## src/rtl/matrix_loader_control.sv

```systemverilog
// Front-end writer for the matrix-vector engine.
// Parses framed bytes (FE, N, N vector bytes, N*N row-major matrix bytes, EF)
// from the serial receiver. Vector elements go to the vector FIFO and matrix row r
// goes to processor FIFO (r mod NUM_PROC). A one-cycle start pulse is issued once
// the processors are idle.
module matrix_loader_control #(
  parameter int DATA_WIDTH = 8,
  parameter int MAX_N      = 8,
  parameter int NUM_PROC   = 4
) (
  input  logic                  clk,
  input  logic                  reset,
  input  logic [DATA_WIDTH-1:0] rx_data,
  input  logic                  rx_valid,
  input  logic                  busy,
  output logic [3:0]            N,
  output logic [DATA_WIDTH-1:0] wr_data,
  output logic                  push_v,
  output logic [NUM_PROC-1:0]   push_a,
  output logic                  fifo_clr,
  output logic                  start,
  output logic                  ready,
  output logic                  error
);

  localparam int PW = (NUM_PROC > 1) ? $clog2(NUM_PROC) : 1;

  localparam logic [DATA_WIDTH-1:0] SOF_BYTE = DATA_WIDTH'(8'hFE);
  localparam logic [DATA_WIDTH-1:0] EOF_BYTE = DATA_WIDTH'(8'hEF);
  localparam logic [DATA_WIDTH-1:0] MAX_LEN  = DATA_WIDTH'(MAX_N);
  localparam logic [PW-1:0]         LAST_PROC = PW'(NUM_PROC - 1);

  typedef enum logic [2:0] {
    S_IDLE,
    S_GET_N,
    S_LOAD_V,
    S_LOAD_A,
    S_GET_END,
    S_WAIT_IDLE,
    S_ISSUE,
    S_ERR
  } state_e;

  state_e                  state_q, state_d;
  logic [3:0]              n_q, n_d;
  logic [3:0]              col_q, col_d;
  logic [3:0]              row_q, row_d;
  logic [PW-1:0]           proc_q, proc_d;
  logic [DATA_WIDTH-1:0]   wr_data_q, wr_data_d;
  logic                    push_v_q, push_v_d;
  logic [NUM_PROC-1:0]     push_a_q, push_a_d;
  logic                    fifo_clr_q, fifo_clr_d;
  logic                    start_q, start_d;

  logic [3:0] n_m1;
  logic       last_col;
  logic       last_row;
  logic       len_ok;
  logic       is_sof;
  logic       is_eof;

  assign n_m1     = n_q - 4'd1;
  assign last_col = (col_q == n_m1);
  assign last_row = (row_q == n_m1);
  assign len_ok   = (rx_data != '0) && (rx_data <= MAX_LEN);
  assign is_sof   = (rx_data == SOF_BYTE);
  assign is_eof   = (rx_data == EOF_BYTE);

  // State, counters and all registered outputs.
  always_ff @(posedge clk or negedge reset) begin
    if (!reset) begin
      state_q    <= S_IDLE;
      n_q        <= '0;
      col_q      <= '0;
      row_q      <= '0;
      proc_q     <= '0;
      wr_data_q  <= '0;
      push_v_q   <= 1'b0;
      push_a_q   <= '0;
      fifo_clr_q <= 1'b0;
      start_q    <= 1'b0;
    end else begin
      state_q    <= state_d;
      n_q        <= n_d;
      col_q      <= col_d;
      row_q      <= row_d;
      proc_q     <= proc_d;
      wr_data_q  <= wr_data_d;
      push_v_q   <= push_v_d;
      push_a_q   <= push_a_d;
      fifo_clr_q <= fifo_clr_d;
      start_q    <= start_d;
    end
  end

  // Next-state, counter update and one-cycle strobes for the next cycle.
  // proc tracks row mod NUM_PROC incrementally so no divider is needed.
  always_comb begin
    state_d    = state_q;
    n_d        = n_q;
    col_d      = col_q;
    row_d      = row_q;
    proc_d     = proc_q;
    wr_data_d  = wr_data_q;
    push_v_d   = 1'b0;
    push_a_d   = '0;
    fifo_clr_d = 1'b0;
    start_d    = 1'b0;

    unique case (state_q)
      S_IDLE: begin
        if (rx_valid && is_sof) begin
          state_d    = S_GET_N;
          fifo_clr_d = 1'b1;
        end
      end

      S_GET_N: begin
        if (rx_valid) begin
          if (len_ok) begin
            n_d     = rx_data[3:0];
            col_d   = '0;
            state_d = S_LOAD_V;
          end else begin
            state_d = S_ERR;
          end
        end
      end

      S_LOAD_V: begin
        if (rx_valid) begin
          push_v_d  = 1'b1;
          wr_data_d = rx_data;
          if (last_col) begin
            col_d   = '0;
            row_d   = '0;
            proc_d  = '0;
            state_d = S_LOAD_A;
          end else begin
            col_d = col_q + 4'd1;
          end
        end
      end

      S_LOAD_A: begin
        if (rx_valid) begin
          push_a_d[proc_q] = 1'b1;
          wr_data_d        = rx_data;
          if (last_col) begin
            col_d = '0;
            if (last_row) begin
              state_d = S_GET_END;
            end else begin
              row_d  = row_q + 4'd1;
              proc_d = (proc_q == LAST_PROC) ? '0 : proc_q + PW'(1);
            end
          end else begin
            col_d = col_q + 4'd1;
          end
        end
      end

      S_GET_END: begin
        if (rx_valid) begin
          state_d = is_eof ? S_WAIT_IDLE : S_ERR;
        end
      end

      S_WAIT_IDLE: begin
        // A byte arriving while waiting for the processors is an overrun
        // and takes priority over launching the computation.
        if (rx_valid) begin
          state_d = S_ERR;
        end else if (!busy) begin
          state_d = S_ISSUE;
          start_d = 1'b1;
        end
      end

      S_ISSUE: begin
        state_d = S_IDLE;
      end

      S_ERR: begin
        if (rx_valid && is_sof) begin
          state_d    = S_GET_N;
          fifo_clr_d = 1'b1;
        end
      end

      default: begin
        state_d = S_IDLE;
      end
    endcase
  end

  assign N        = n_q;
  assign wr_data  = wr_data_q;
  assign push_v   = push_v_q;
  assign push_a   = push_a_q;
  assign fifo_clr = fifo_clr_q;
  assign start    = start_q;
  assign ready    = (state_q == S_IDLE);
  assign error    = (state_q == S_ERR);

endmodule

```

## config.mk

```make
export PLATFORM = sky130hd
export DESIGN_NAME = matrix_loader_control
export DESIGN_NICKNAME = d
export VERILOG_FILES = /design/src/rtl/matrix_loader_control.sv
export SDC_FILE = /design/constraint.sdc
export NUM_CORES = 1
export LEC_CHECK = 0
export CORE_ASPECT_RATIO = 0.9
export CORE_MARGIN = 1
export CORE_UTILIZATION = 55
export DETAILED_ROUTE_END_ITERATION = 10
export GPL_TIMING_DRIVEN = 0
export PLACE_DENSITY = 0.91
export SLEW_MARGIN = 20
export SYNTH_ARGS = -nofsm -noshare
export SYNTH_HDL_FRONTEND = slang
export SYNTH_SLANG_ARGS = --single-unit
```

## constraint.sdc

```tcl
create_clock -name clk -period 4.3 [get_ports clk]
set_input_delay 0.86 -clock clk [delete_from_list [all_inputs] [get_ports clk]]
set_output_delay 0.86 -clock clk [all_outputs]
set_load 0.01 [all_outputs]
```

After elaboration in Yosys (flattened, before gate mapping)
Cells that the tools add are included.
- flip-flop bits (word level): 32
- bits in latches: 0
- bits in writable memories: 0
- memory bits (read-only): 0
- input bits: 12
- output and inout bits: 21
- memories: 0
- add/sub/neg operators: 4
- multipliers: 0
- divide/modulo/power cells: 0
- magnitude comparators: 3
- eq/ne operators: 24
- shift operators: 0
- multiplexer cells: 42
- bitwise gates (word level): 0
- reductions and logical operators: 14
- operator list (operator ; number):
    2-to-1 mux 4 bit ; 11
    2-to-1 mux 3 bit ; 11
    case mux 3 bit (7 select lines) ; 1
    != test 2 bit, second input constant ; 9
    equality test 8 bit, second input constant ; 2
    case mux 4 bit (2 select lines) ; 2
    2-to-1 mux 2 bit ; 7
    equality test 3 bit, second input constant ; 4
    AND reduction 9 bit ; 1
    adder 4 x 1 -> 4 bit, second input constant ; 2
    equality test 4 bit ; 2
    less-or-equal comparator 8 x 4 -> 1 bit, second input constant ; 1
    2-to-1 mux 1 bit ; 8
    nonzero test 8 bit ; 1
    equality test 3 x 2 -> 1 bit, second input constant ; 2
    AND reduction 6 bit ; 1
    != test 2 x 1 -> 1 bit, second input constant ; 2
    case mux 2 bit (2 select lines) ; 1
    AND reduction 4 bit ; 1
    nonzero test 2 bit ; 2
    OR reduction 2 bit ; 2
    subtractor 4 x 1 -> 4 bit, second input constant ; 1
    equality test 3 x 1 -> 1 bit, second input constant ; 1
    logical AND 1 bit ; 3
    other kinds (9) ; 9

Depth between registers and ports, before layout
- depth after elaboration: 6
- depth in mapped cells: 7

Worst setup path after synthesis
Ideal clock, no wire load.
- path type: input port to flip-flop
- start point: input port rx_data[5]
- end point: register n_q[0], in the netlist N[0]
- library setup time: 128 ps
- data arrival time: 2189 ps
- required time: 4172 ps
- path slack: 1984 ps
- stages: 4
- cell sequence: or4_4 -> nor3_2 -> nand4_2 -> mux2_1
- word-level cells in the longest chain between the ends: 3
- elaborated cells between the ends (all ways): 4
- those cells by class: order compare: 1; reduce/logical: 3
- ends and longest elaborated chain (element ; RTL line ; RTL):
    start: declaration ; 13 ; input logic [DATA_WIDTH-1:0] rx_data,
    less-or-equal comparator 8 x 4 -> 1 bit / nonzero test 8 bit (equally long branches) ; 65 ; assign len_ok = (rx_data != '0) && (rx_data <= MAX_LEN);
    logical AND 1 bit * ; 65 ;
    AND reduction 3 bit (no source line) * ; n/a ;
    end signal: assignment ; 84 ; n_q <= n_d;
    end: declaration ; 45 ; logic [3:0] n_q, n_d;
Every way passes the cells marked *; elsewhere a longest branch is shown, timed or not.
A chain may end at the register's enable or synchronous reset.

Final worst setup path
- start point: input port rx_data[5]
- end point: register n_q[3], in the netlist N[3]
Same word-level chain as after synthesis.

==> results_dict.tcl <==
set metrics [dict create \
    power_switching_mw 0.5343 \
    drv_cap 0 \
    p_per_area_nw_per_um2 610.2 \
    port_buffers 31 \
    grt_pass1_vias 1332 \
    r2r-start "N[0]" \
    cts_buffers 5 \
    path_cells "clkdlybuf4s50_1, or4_4, nor3_2, nand4_2, mux2_1" \
    hold_start "wr_data[4]" \
    remaining_drc_errors 0 \
    layout_min_cycle_time_ns 2.640 \
    p_total_mw 1.361 \
    gp_congestion 0.8382 \
    worstMarginPinSlew_ns 0.6930 \
    worstSetupPathType "in -> reg" \
    ys_seq_area_frac 0.4429 \
    placementRows 19 \
    die_y_um 56.39 \
    worstPathRequired_ns 4.51 \
    yosysWarningCount 0 \
    synth_fp_nets 186 \
    antenna_cells 0 \
    period_share 0.6140 \
    top_layer "met4" \
    cts_hold_buf 0 \
    max_slew_margin 0.5380 \
    core-area_um2 3090 \
    max_freq_mhz 378.8 \
    slew_viol_final 0 \
    intPower_mw 0.8270 \
    synth_top_cells_by_count "dfrtp_1 (32), inv_1 (15), nand2_1 (13)" \
    syn_area_per_cell_um2 10.83 \
    hp-class "reg -> reg" \
    start_util 0.5850 \
    async_reset_ff_frac 1.000 \
    drt-initial-drc-count 54 \
    drt_first_pass_iters 4 \
    holdWs_ns 0.5036 \
    ant_nets 0 \
    routed_wl_um 3516 \
    overflow 0 \
    via_per_inst 5.522 \
    layout_setup_ws_ns 1.660 \
    setup.worst_path.end "N[3]" \
    wl_per_cell_um 14.23 \
    antenna_found_initial 0 \
    r2r_slack_ns 2.04 \
    clock-skew-final_ns 0.01156 \
    clkPwrFrac 0.138 \
    final_cells 247 \
    tns_ns 0 \
    die_x_um 62.44 \
    crit_start "rx_data[5]" \
    cpPeakStageDelay_ns 0.55 \
    drive_gt1_frac 0.1512 \
    met3_length_um 210 \
    die-area_um2 3521 \
    vias 1364 \
    yosysMostFrequentCell "dfrtp_1" \
    leakagePower_nw 0.9946 \
    cts_resized 0 \
    slowest_stage "or4_4" \
    dr_wl_met2_um 1737 \
    final-hold-violation-count 0 \
    path_clk_slew_ns 0.09 \
    synth-xor-area-share 0.06505 \
    grt_setup_unrepaired "no" \
    grt_max_degree 33 \
    p_sw_frac 0.3925 \
    ctsLongestPathBuffers 2 \
    combPwrFrac 0.504 \
    status "finished, final reports clean" \
    netlist_area_um2 1808 \
    ys_seq_elements 32 \
    synthToLayoutAreaGrowth_pct 23.39 \
    ir_drop_v 0.0003922 \
    final_nets 224 \
    synth_area_leaders "dfrtp_1 (44%), ha_1 (4.8%), mux2_2 (4.4%)" \
    yosys.area_share.simple 0.1827 \
    synth_top_family_by_area "simple AND/OR/NAND/NOR gates" \
    finalSetupViolCount 0 \
    io_pins 33 \
    cts_tree "built" \
    dp_hpwl_um 2675 \
    synthCells 167 \
    ff2ff_path_depth 7 \
    htree_levels 2 \
    synth_fa_ha_area_frac 0.04844 \
    synth_cell_type_count 49 \
    cts_setup_buffers 0 \
    grt_usage 0.2186 \
    worstPathArrival_ns 2.85 \
    seq_power_share 0.358 \
    cts_sinks 32 \
    synth_flop_cell "dfrtp_1" \
    synth_edf_count 0 \
    root_buffer "clkbuf_4" \
    yosysTopAreaCell "dfrtp_1" \
    met1_length_um 1524 \
    grt_pass1_wl_um 5851 \
    synthMuxAreaShare 0.1017 \
    synth_top_area_frac 0.4429 \
    start_kind "input port" \
    synth-compound-area-share 0.1142 \
    regToRegEndpoint "proc_q[0]" \
    clock_latency_ns 0.33 \
    end_kind "register" \
    placedCellCount 240 \
    place_ws_ns 1.327 \
    crit_fanout 4 \
]
[power groups by stage]
stage	Combinational [mW]	Clock (mW)	Sequential (mW)
floorplan	0.445	0	0.499
global placement	0.658	0	0.485
detailed placement	0.686	0	0.493
CTS	0.688	0.193	0.489
global route	0.747	0.208	0.503
finish	0.686	0.188	0.488
[state kept, by name, summed over array words and instances (netlist names)]
signal / cells
push_a: 4
wr_data: 8
state_q: 3
push_v: 1
proc_q: 2
start: 1
col_q: 4
row_q: 4
fifo_clr: 1
N: 4
[layout make-up]
| type | instances | area (um^2) |
|---|---|---|
| inverter | 15 | 56.30 |
| multi-input combinational | 114 | 925.9 |
| clock buffer | 7 | 65.06 |
| tap | 42 | 52.55 |
| buffer | 6 | 25.02 |
| fill | 240 | 859.6 |
| timing repair buffer | 31 | 305.3 |
| sequential | 32 | 800.8 |
[how the worst min path moves through the flow]
stage	to	slack [ns]	depth (start not counted)
6_report	wr_data[4]	0.50	2
5_1_grt	wr_data[5]	0.54	1
4_1_cts	wr_data[4]	0.51	2
3_5_place_dp	wr_data[4]	0.49	2
3_3_place_gp	wr_data[4]	0.47	2
2_1_floorplan	col_q[3]	0.49	1
[cells by family after synthesis]
group           Yosys count
compound gates           24
xor+xnor                 11
fa+ha+maj                 7
buf+inv                  21
flops                    32
mux                      16
simple gates             56
[through the flow]
stage | util | cell area (um^2)
2_1_floorplan | - | 1808
3_3_place_gp | 0.7024 | 2171
3_5_place_dp | 0.7008 | 2166
4_1_cts | 0.7219 | 2231
5_1_grt | 0.7219 | 2231
6_report | 0.7219 | 2231
[cells in the final DEF (no fill, tap or decap), types with 4 or more instances in the layout]
master / synthesis / final
clkdlybuf4s50_1: 0 / 30
xnor2_1: 6 / 6
mux2_2: 7 / 7
dfrtp_1: 32 / 32
inv_1: 15 / 15
nand2_1: 13 / 13
nor2_1: 8 / 8
clkbuf_4: 0 / 5
mux2_1: 4 / 4
a21oi_1: 4 / 4
ha_1: 7 / 7
and3_1: 7 / 7
[layer usage]
metal / GRT usage / up-vias
met5: 0 / -
met4: 0.06977 / 0
met3: 0.07927 / 6
met2: 0.3711 / 47
met1: 0.2573 / 645
li1: - / 666
[critical path: cells and delay by family]
family                 cells  cell delay, ns
multiplexers               1            0.37
AND/OR/NAND/NOR            3            1.19
buffers and inverters      1            0.44
No activity file was read; power rests on OpenSTA's default activity.
